File: config.mk
export PLATFORM = sky130hd
export DESIGN_NAME = wts_envelope_channel_mixer
export DESIGN_NICKNAME = d
export VERILOG_FILES = /design/src/rtl/wts_mixer_pkg.sv /design/src/rtl/wts_mixer_channel_scaler.sv /design/src/rtl/wts_envelope_channel_mixer.sv
export SDC_FILE = /design/constraint.sdc
export NUM_CORES = 1
export LEC_CHECK = 0
export ABC_AREA = 1
export BUFFER_PORTS_ARGS = -buffer_cell sky130_fd_sc_hd__clkbuf_2
export CAP_MARGIN = 30
export CORE_UTILIZATION = 30
export DETAILED_ROUTE_END_ITERATION = 7
export GPL_TIMING_DRIVEN = 0
export RECOVER_POWER = 50
export SLEW_MARGIN = 0
export SYNTH_ARGS = -nofsm -noshare
export SYNTH_HDL_FRONTEND = slang
export SYNTH_SLANG_ARGS = --single-unit
File: constraint.sdc
create_clock -name clk -period 3.95 [get_ports clk]
set_input_delay 0.79 -clock clk [delete_from_list [all_inputs] [get_ports clk]]
set_output_delay 0.79 -clock clk [all_outputs]
set_load 0.03 [all_outputs]
File: src/rtl/wts_mixer_pkg.sv
`default_nettype none
// ============================================================================
// Module      : wts_mixer_pkg
// Description : Shared constants for the envelope channel mixer: slot
//               encodings, envelope ceiling, datapath widths and the output
//               saturation limits.
// Revision    : 1.0 - initial release
// ============================================================================
package wts_mixer_pkg;

    typedef logic [2:0] slot_t;

    // Slot indices carried on the time-multiplexed envelope stream
    localparam slot_t SLOT_A    = 3'd0;
    localparam slot_t SLOT_B    = 3'd1;
    localparam slot_t SLOT_C    = 3'd2;
    localparam slot_t SLOT_D    = 3'd3;
    localparam slot_t SLOT_E    = 3'd4;
    localparam slot_t SLOT_EOF  = 3'd5;
    localparam slot_t SLOT_IDLE = 3'd7;

    localparam logic [4:0] ENV_MAX = 5'd16;

    localparam int WAVE_W = 8;   // signed wave sample
    localparam int ENV_W  = 5;   // envelope 0..16 (wider codes clamp)
    localparam int VOL_W  = 4;   // channel volume 0..15
    localparam int P1_W   = 12;  // wave * envelope, -2048..2032
    localparam int P2_W   = 17;  // p1 * volume before the shift

    localparam int SAT_MAX = 2047;
    localparam int SAT_MIN = -2048;

    // Envelope codes above the ceiling behave as full scale.
    function automatic logic [4:0] clamp_env(input logic [4:0] env);
        return (env > ENV_MAX) ? ENV_MAX : env;
    endfunction

endpackage
`default_nettype wire

File: src/rtl/wts_mixer_channel_scaler.sv
`default_nettype none
// ============================================================================
// Module      : wts_mixer_channel_scaler
// Description : Two-stage scaling pipeline for one slot per clock.
//               Stage 1: clamp envelope, apply channel enable mask,
//                        multiply wave by envelope (12-bit signed).
//               Stage 2: multiply by the channel volume and arithmetic
//                        right shift by VOL_SHIFT (floor rounding).
//               The slot tag travels alongside the data.
// Ports       : clk, nreset     - clock, async active-low reset
//               i_active        - slot index of the incoming sample
//               i_envelope      - envelope of that slot (0..31, clamps at 16)
//               i_wave          - signed wave sample
//               i_enable        - per-channel enable, bit0 = channel A
//               i_vol           - volume of the channel in stage 1 (o_tag1)
//               o_tag1, o_tag2  - slot tags of stage 1 and stage 2
//               o_p2            - scaled sample of stage 2, OUT_W signed
// Revision    : 1.0 - initial release
// ============================================================================
module wts_mixer_channel_scaler
    import wts_mixer_pkg::*;
#(
    parameter int OUT_W     = 15,
    parameter int VOL_SHIFT = 4
) (
    input  logic                    clk,
    input  logic                    nreset,
    input  logic [2:0]              i_active,
    input  logic [4:0]              i_envelope,
    input  logic [7:0]              i_wave,
    input  logic [4:0]              i_enable,
    input  logic [3:0]              i_vol,
    output logic [2:0]              o_tag1,
    output logic [2:0]              o_tag2,
    output logic signed [OUT_W-1:0] o_p2
);

    // ------------------------------------------------------------------
    // Stage 1
    // ------------------------------------------------------------------
    logic [4:0]             w_env;
    logic signed [P1_W-1:0] w_wave_ext;
    logic signed [P1_W-1:0] w_env_ext;
    logic signed [P1_W-1:0] w_p1;
    logic                   w_ch_en;

    logic signed [P1_W-1:0] r_p1;
    logic [2:0]             r_tag1;

    assign w_env      = clamp_env(i_envelope);
    assign w_wave_ext = {{(P1_W-WAVE_W){i_wave[WAVE_W-1]}}, i_wave};
    assign w_env_ext  = {{(P1_W-ENV_W){1'b0}}, w_env};

    // Only the channel slots are masked; EOF and idle slots carry no data
    // that ever reaches the accumulator.
    always_comb begin
        w_ch_en = 1'b1;
        case (i_active)
            SLOT_A:  w_ch_en = i_enable[0];
            SLOT_B:  w_ch_en = i_enable[1];
            SLOT_C:  w_ch_en = i_enable[2];
            SLOT_D:  w_ch_en = i_enable[3];
            SLOT_E:  w_ch_en = i_enable[4];
            default: w_ch_en = 1'b1;
        endcase
    end

    // |wave * env| <= 128 * 16 = 2048, so the low 12 bits are exact.
    assign w_p1 = w_ch_en ? (w_wave_ext * w_env_ext) : '0;

    always_ff @(posedge clk or negedge nreset) begin
        if (!nreset) begin
            r_p1   <= '0;
            r_tag1 <= SLOT_IDLE;
        end else begin
            r_p1   <= w_p1;
            r_tag1 <= i_active;
        end
    end

    // ------------------------------------------------------------------
    // Stage 2
    // ------------------------------------------------------------------
    logic signed [P2_W-1:0]  w_p1_ext;
    logic signed [P2_W-1:0]  w_vol_ext;
    logic signed [P2_W-1:0]  w_prod2;

    logic signed [OUT_W-1:0] r_p2;
    logic [2:0]              r_tag2;

    assign w_p1_ext  = {{(P2_W-P1_W){r_p1[P1_W-1]}}, r_p1};
    assign w_vol_ext = {{(P2_W-VOL_W){1'b0}}, i_vol};
    assign w_prod2   = w_p1_ext * w_vol_ext;

    // Signed >>> floors toward minus infinity; the size cast sign-extends
    // or drops redundant sign bits to match the accumulator width.
    always_ff @(posedge clk or negedge nreset) begin
        if (!nreset) begin
            r_p2   <= '0;
            r_tag2 <= SLOT_IDLE;
        end else begin
            r_p2   <= OUT_W'(w_prod2 >>> VOL_SHIFT);
            r_tag2 <= r_tag1;
        end
    end

    assign o_tag1 = r_tag1;
    assign o_tag2 = r_tag2;
    assign o_p2   = r_p2;

endmodule
`default_nettype wire

File: src/rtl/wts_envelope_channel_mixer.sv
`default_nettype none
// ============================================================================
// Module      : wts_envelope_channel_mixer
// Description : Mixes the time-multiplexed five-channel envelope stream into
//               one frame sample. Each slot is scaled by envelope and channel
//               volume, channels A..E are summed, and the sum is emitted when
//               the end-of-frame slot (5) reaches the accumulate stage.
//               Optional build macro WTS_MIXER_SATURATE_EN clamps the emitted
//               sample to -2048..2047; otherwise the full sum is passed.
// Ports       : clk, nreset           - clock, async active-low reset
//               active                - slot index (0..4 ch A..E, 5 EOF)
//               envelope, wave        - envelope and signed sample of the slot
//               reg_volume_a..e       - per-channel volume 0..15
//               reg_enable            - per-channel enable, bit0 = A
//               sound_out             - signed mixed frame sample
//               sound_valid           - one-cycle pulse on sound_out update
// Revision    : 1.0 - initial release
// ============================================================================
module wts_envelope_channel_mixer
    import wts_mixer_pkg::*;
#(
    parameter int ACC_W     = 15,
    parameter int VOL_SHIFT = 4
) (
    input  logic                    clk,
    input  logic                    nreset,
    input  logic [2:0]              active,
    input  logic [4:0]              envelope,
    input  logic [7:0]              wave,
    input  logic [3:0]              reg_volume_a,
    input  logic [3:0]              reg_volume_b,
    input  logic [3:0]              reg_volume_c,
    input  logic [3:0]              reg_volume_d,
    input  logic [3:0]              reg_volume_e,
    input  logic [4:0]              reg_enable,
    output logic signed [ACC_W-1:0] sound_out,
    output logic                    sound_valid
);

    logic [2:0]              w_tag1;
    logic [2:0]              w_tag2;
    logic signed [ACC_W-1:0] w_p2;
    logic [3:0]              w_vol;
    logic signed [ACC_W-1:0] w_out_sel;

    logic signed [ACC_W-1:0] r_acc;
    logic signed [ACC_W-1:0] r_sound_out;
    logic                    r_sound_valid;

    // Volume is looked up live for the slot sitting in stage 1, so a
    // register write affects every slot that has not yet passed stage 2.
    always_comb begin
        w_vol = '0;
        case (w_tag1)
            SLOT_A:  w_vol = reg_volume_a;
            SLOT_B:  w_vol = reg_volume_b;
            SLOT_C:  w_vol = reg_volume_c;
            SLOT_D:  w_vol = reg_volume_d;
            SLOT_E:  w_vol = reg_volume_e;
            default: w_vol = '0;
        endcase
    end

    wts_mixer_channel_scaler #(
        .OUT_W     (ACC_W),
        .VOL_SHIFT (VOL_SHIFT)
    ) u_scaler (
        .clk        (clk),
        .nreset     (nreset),
        .i_active   (active),
        .i_envelope (envelope),
        .i_wave     (wave),
        .i_enable   (reg_enable),
        .i_vol      (w_vol),
        .o_tag1     (w_tag1),
        .o_tag2     (w_tag2),
        .o_p2       (w_p2)
    );

`ifdef WTS_MIXER_SATURATE_EN
    localparam logic signed [ACC_W-1:0] c_sat_max = ACC_W'(SAT_MAX);
    localparam logic signed [ACC_W-1:0] c_sat_min = ACC_W'(SAT_MIN);

    // Only the emitted sample is clamped; the running sum stays exact.
    always_comb begin
        w_out_sel = r_acc;
        if (r_acc > c_sat_max) begin
            w_out_sel = c_sat_max;
        end else if (r_acc < c_sat_min) begin
            w_out_sel = c_sat_min;
        end
    end
`else
    assign w_out_sel = r_acc;
`endif

    // Slot A restarts the frame sum, B..E add, EOF dumps and clears.
    // Five channels of at most 2048 cannot overflow a 15-bit signed sum.
    always_ff @(posedge clk or negedge nreset) begin
        if (!nreset) begin
            r_acc         <= '0;
            r_sound_out   <= '0;
            r_sound_valid <= 1'b0;
        end else begin
            r_sound_valid <= 1'b0;
            case (w_tag2)
                SLOT_A: begin
                    r_acc <= w_p2;
                end
                SLOT_B, SLOT_C, SLOT_D, SLOT_E: begin
                    r_acc <= r_acc + w_p2;
                end
                SLOT_EOF: begin
                    r_sound_out   <= w_out_sel;
                    r_sound_valid <= 1'b1;
                    r_acc         <= '0;
                end
                default: begin
                end
            endcase
        end
    end

    assign sound_out   = r_sound_out;
    assign sound_valid = r_sound_valid;

endmodule
`default_nettype wire

==> reports/results.ini <==
[run_status]
status = complete, but fails checks
violations = setup timing

[cells_and_area]
final_area_um2 = 7903
fin_cells = 1186
n_antenna_cell = 0
drive_gt1_share_pct = 24.56
final_core_util_pct = 39.06
syn_to_final_growth_pct = 27.26
fill_cells = 2057
final_nets = 1065

[synth]
synth_xor_area_share_pct = 2.801
synth_compound_area_share_pct = 9.591
yosysTopAreaCellShare_pct = 22.57
yosys.cell_count.top_type = nand2_1
synth_mux_area_share_pct = 0
syn_area_per_cell_um2 = 7.610
synthTopCellsByArea = dfrtp_1, fa_1, ha_1
synth.largest_area_cell = dfrtp_1
yosys_warnings = 0
synth_ff_type = dfrtp_1
synth_cells = 816
synth-simple-area-share_pct = 24.78
ys_seq_area_share_pct = 25.11
ys_ff_latch = 62
synth_cell_type_count = 42
syn_nets = 970
async_reset_ff_share_pct = 100.0
synth_top_family_by_area = adder cells
synthAdderAreaFrac_pct = 28.05
yosys-top-cells-count = nand2_1, inv_1, nor2_1, ha_1, dfrtp_1
synth-edff-count = 0
netlist_area_um2 = 6210

[power]
p_leak_nw = 4.141
ir_drop_v = 0.0002582
p_per_area_nw_per_um2 = 539.0

[sta]
fin_crit_sh_pct = 105.6
clock.fmax_mhz = 239.7
final-setup-viol-count = 10
layout_setup_ws_ns = -0.2221
rsz0062_at_grt = yes
clock_skew_ns = 0.006469
slew_headroom_pct = 40.12
slew_viol_final = 0
timing.hold.ws_ns = 0.4634
final_hold_viol_count = 0
period_needed_ns = 4.172
worstMarginPinSlew_ns = 0.8867

[global_routing]
gr-total-overflow = 0
grt_max_degree = 63
grtUsageTotal_pct = 14.60
antenna_found_initial = 0
grt_pass1_vias = 5560
grt_pass1_wl_um = 25350

[floorplanning]
die_y_um = 145.9
dieArea_um2 = 21280
die_x_um = 145.9
initial_core_util_pct = 30.69
rows = 52
io_pins = 59
coreArea_um2 = 20230

[cts]
cts_root_buf = clkbuf_16
hold_buffers = 0
clock-sinks = 62
clock_tree.buffer_depth = 2
h-tree-depth = 3
clk_pin_slew_ns = 0.05
cts_tree = built
cts_buffers = 9
clk_latency_ns = 0.34

[drt]
drt-met1-wl_um = 6586
drt_wl_total_um = 14540
wl_met3_um = 284
drtAntennaViolNets = 0
wl_per_cell_um = 12.26
via_count = 5417
highest_layer = met4
drc_errors = 0
viasPerCell = 4.567
dr.first_iter.drc_count = 171
wl_met2_um = 7467
drt-pass1-iter-count = 4

[setup_path]
crit_family = adder cells
cp_slowest_cell = dfstp_2
crit_required_ns = 4.17
reg2reg_depth = 19
critPathMostFrequentCell = nand2_1
cp-startpoint = u_scaler.o_tag1[2]
crit_cells = 19
cp-start-kind = flip-flop
worstPathCellList = inv_4 -> nand2_2 -> inv_2 -> a221oi_2 -> a21boi_4 -> buf_6 -> buf_6 -> buf_4 -> nor2_1 -> ha_1 -> fa_1 -> fa_1 -> ha_4 -> inv_1 -> o21bai_1 -> a221oi_2 -> nand2_1 -> nand2_1 -> nand2_1
cp-endpoint = u_scaler.o_p2[11]
rr_endpoint = u_scaler.o_p2[11]
cp-end-kind = flip-flop
critical_path.max_fanout = 6
cpPeakStageDelay_ns = 0.63
reg2reg_setup_slack_ns = -0.22
critPathKind = reg2reg
critPathArrivalTime_ns = 4.39
path_buf_inv = 6
r2r-start = u_scaler.o_tag1[2]

[placed_design]
port_buffers = 57
dp_hpwl_um = 11180
placed_area_um2 = 6982
gp_congestion = 0.9041
place_inst = 1143
place_ws_ns = -0.5946

[hold_path]
hp-class = reg2reg

[run]
maxCapViolCount = 0

-- worst register-to-register path, delay by kind of cell, from the launching register on --
| kind | cells | cell delay [ns] |
|---|---|---|
| adder cells (fa/ha/maj) | 4 | 1.58 |
| AO/OA/AOI/OAI | 4 | 0.92 |
| flip-flops | 1 | 0.63 |
| buffers and inverters | 6 | 0.61 |
| AND/OR/NAND/NOR | 5 | 0.31 |
-- worst min path at each step --
stage	start	to	slack, ns	depth (start not counted)
global route	sound_out[8]	sound_out[8]	0.49	2
floorplan	u_scaler.o_tag1[0]	u_scaler.o_tag2[0]	0.40	0
CTS	sound_out[14]	sound_out[14]	0.47	2
finish	sound_out[12]	sound_out[12]	0.46	2
global placement	u_scaler.o_tag1[1]	u_scaler.o_tag2[1]	0.41	0
detailed placement	u_scaler.o_tag1[1]	u_scaler.o_tag2[1]	0.41	0
-- cells by family after synthesis --
group / after synthesis
AND/OR/NAND/NOR: 368
adder cells (fa/ha/maj): 111
flip-flops: 62
XOR/XNOR: 19
AO/OA/AOI/OAI: 99
buffers and inverters: 157
-- repair_timing --
action / 4_1_cts / 5_1_grt
setup buffers: 20 / 8
resized for setup: 42 / 59
cloned: 1 / 0
hold endpoints to repair: 0 / 0
pin swaps: 38 / 42
setup endpoints to repair: 13 / 17
-- sequential cells by signal, indices dropped and copies added (netlist names) --
name             flops
r_acc               15
sound_valid          1
u_scaler.o_tag1      3
u_scaler.r_p1       12
u_scaler.o_tag2      3
u_scaler.o_p2       13
sound_out           15
-- layout make-up --
| type | count | area [um^2] | share of cell area [%] |
|---|---|---|---|
| sequential | 62 | 1559 | 19.73 |
| timing repair buffer | 84 | 495.5 | 6.270 |
| buffer | 10 | 65.06 | 0.8233 |
| tap | 270 | 337.8 | 4.275 |
| inverter | 147 | 556.8 | 7.046 |
| clock buffer | 12 | 256.5 | 3.246 |
| multi-input combinational | 597 | 4587 | 58.04 |
| clock inverter | 4 | 45.04 | 0.5700 |
-- metal layers --
metal	up-vias	track usage [%]
li1	2765	-
met5	-	0
met1	2587	17.63
met2	50	25.98
met3	15	2.476
met4	0	5.211
-- stage by stage --
step / power (mW) / TNS (ns)
global route: 4.664 / -3.702
detailed placement: 3.202 / -6.098
CTS: 4.160 / -1.114
global placement: 3.171 / -6.094
floorplan: 2.697 / -0.05353
finish: 4.260 / -1.105
-- where the power goes --
group	internal, mW	leakage [nW]	total (mW)	switching [mW]
clock	0.519	0.152	0.799	0.280
combinational	0.946	3.23	2.42	1.48
sequential	0.872	0.764	1.04	0.167
total	2.34	4.14	4.26	1.92
-- cell usage in the layout, fill, tap and decap left out, types with 4 or more instances in the layout --
cell type / count
o21bai_1: 6
a21oi_2: 7
xnor2_1: 7
buf_6: 6
xor2_1: 9
fa_1: 43
fa_2: 4
clkbuf_16: 9
nand2_4: 10
dfstp_2: 6
nand4_1: 5
nand2_1: 163
nand3_1: 34
nor3_1: 6
buf_4: 24
o21ai_0: 10
o21ai_2: 4
nor2_4: 5
a31oi_1: 11
o21ai_1: 8
ha_4: 15
dfrtp_1: 56
ha_1: 49
clkbuf_1: 9
clkbuf_2: 53
nand2_2: 15
nor2_1: 98
inv_2: 18
inv_1: 127
nor2_2: 16
a21oi_1: 33
Power figures use the tool's default switching activity.
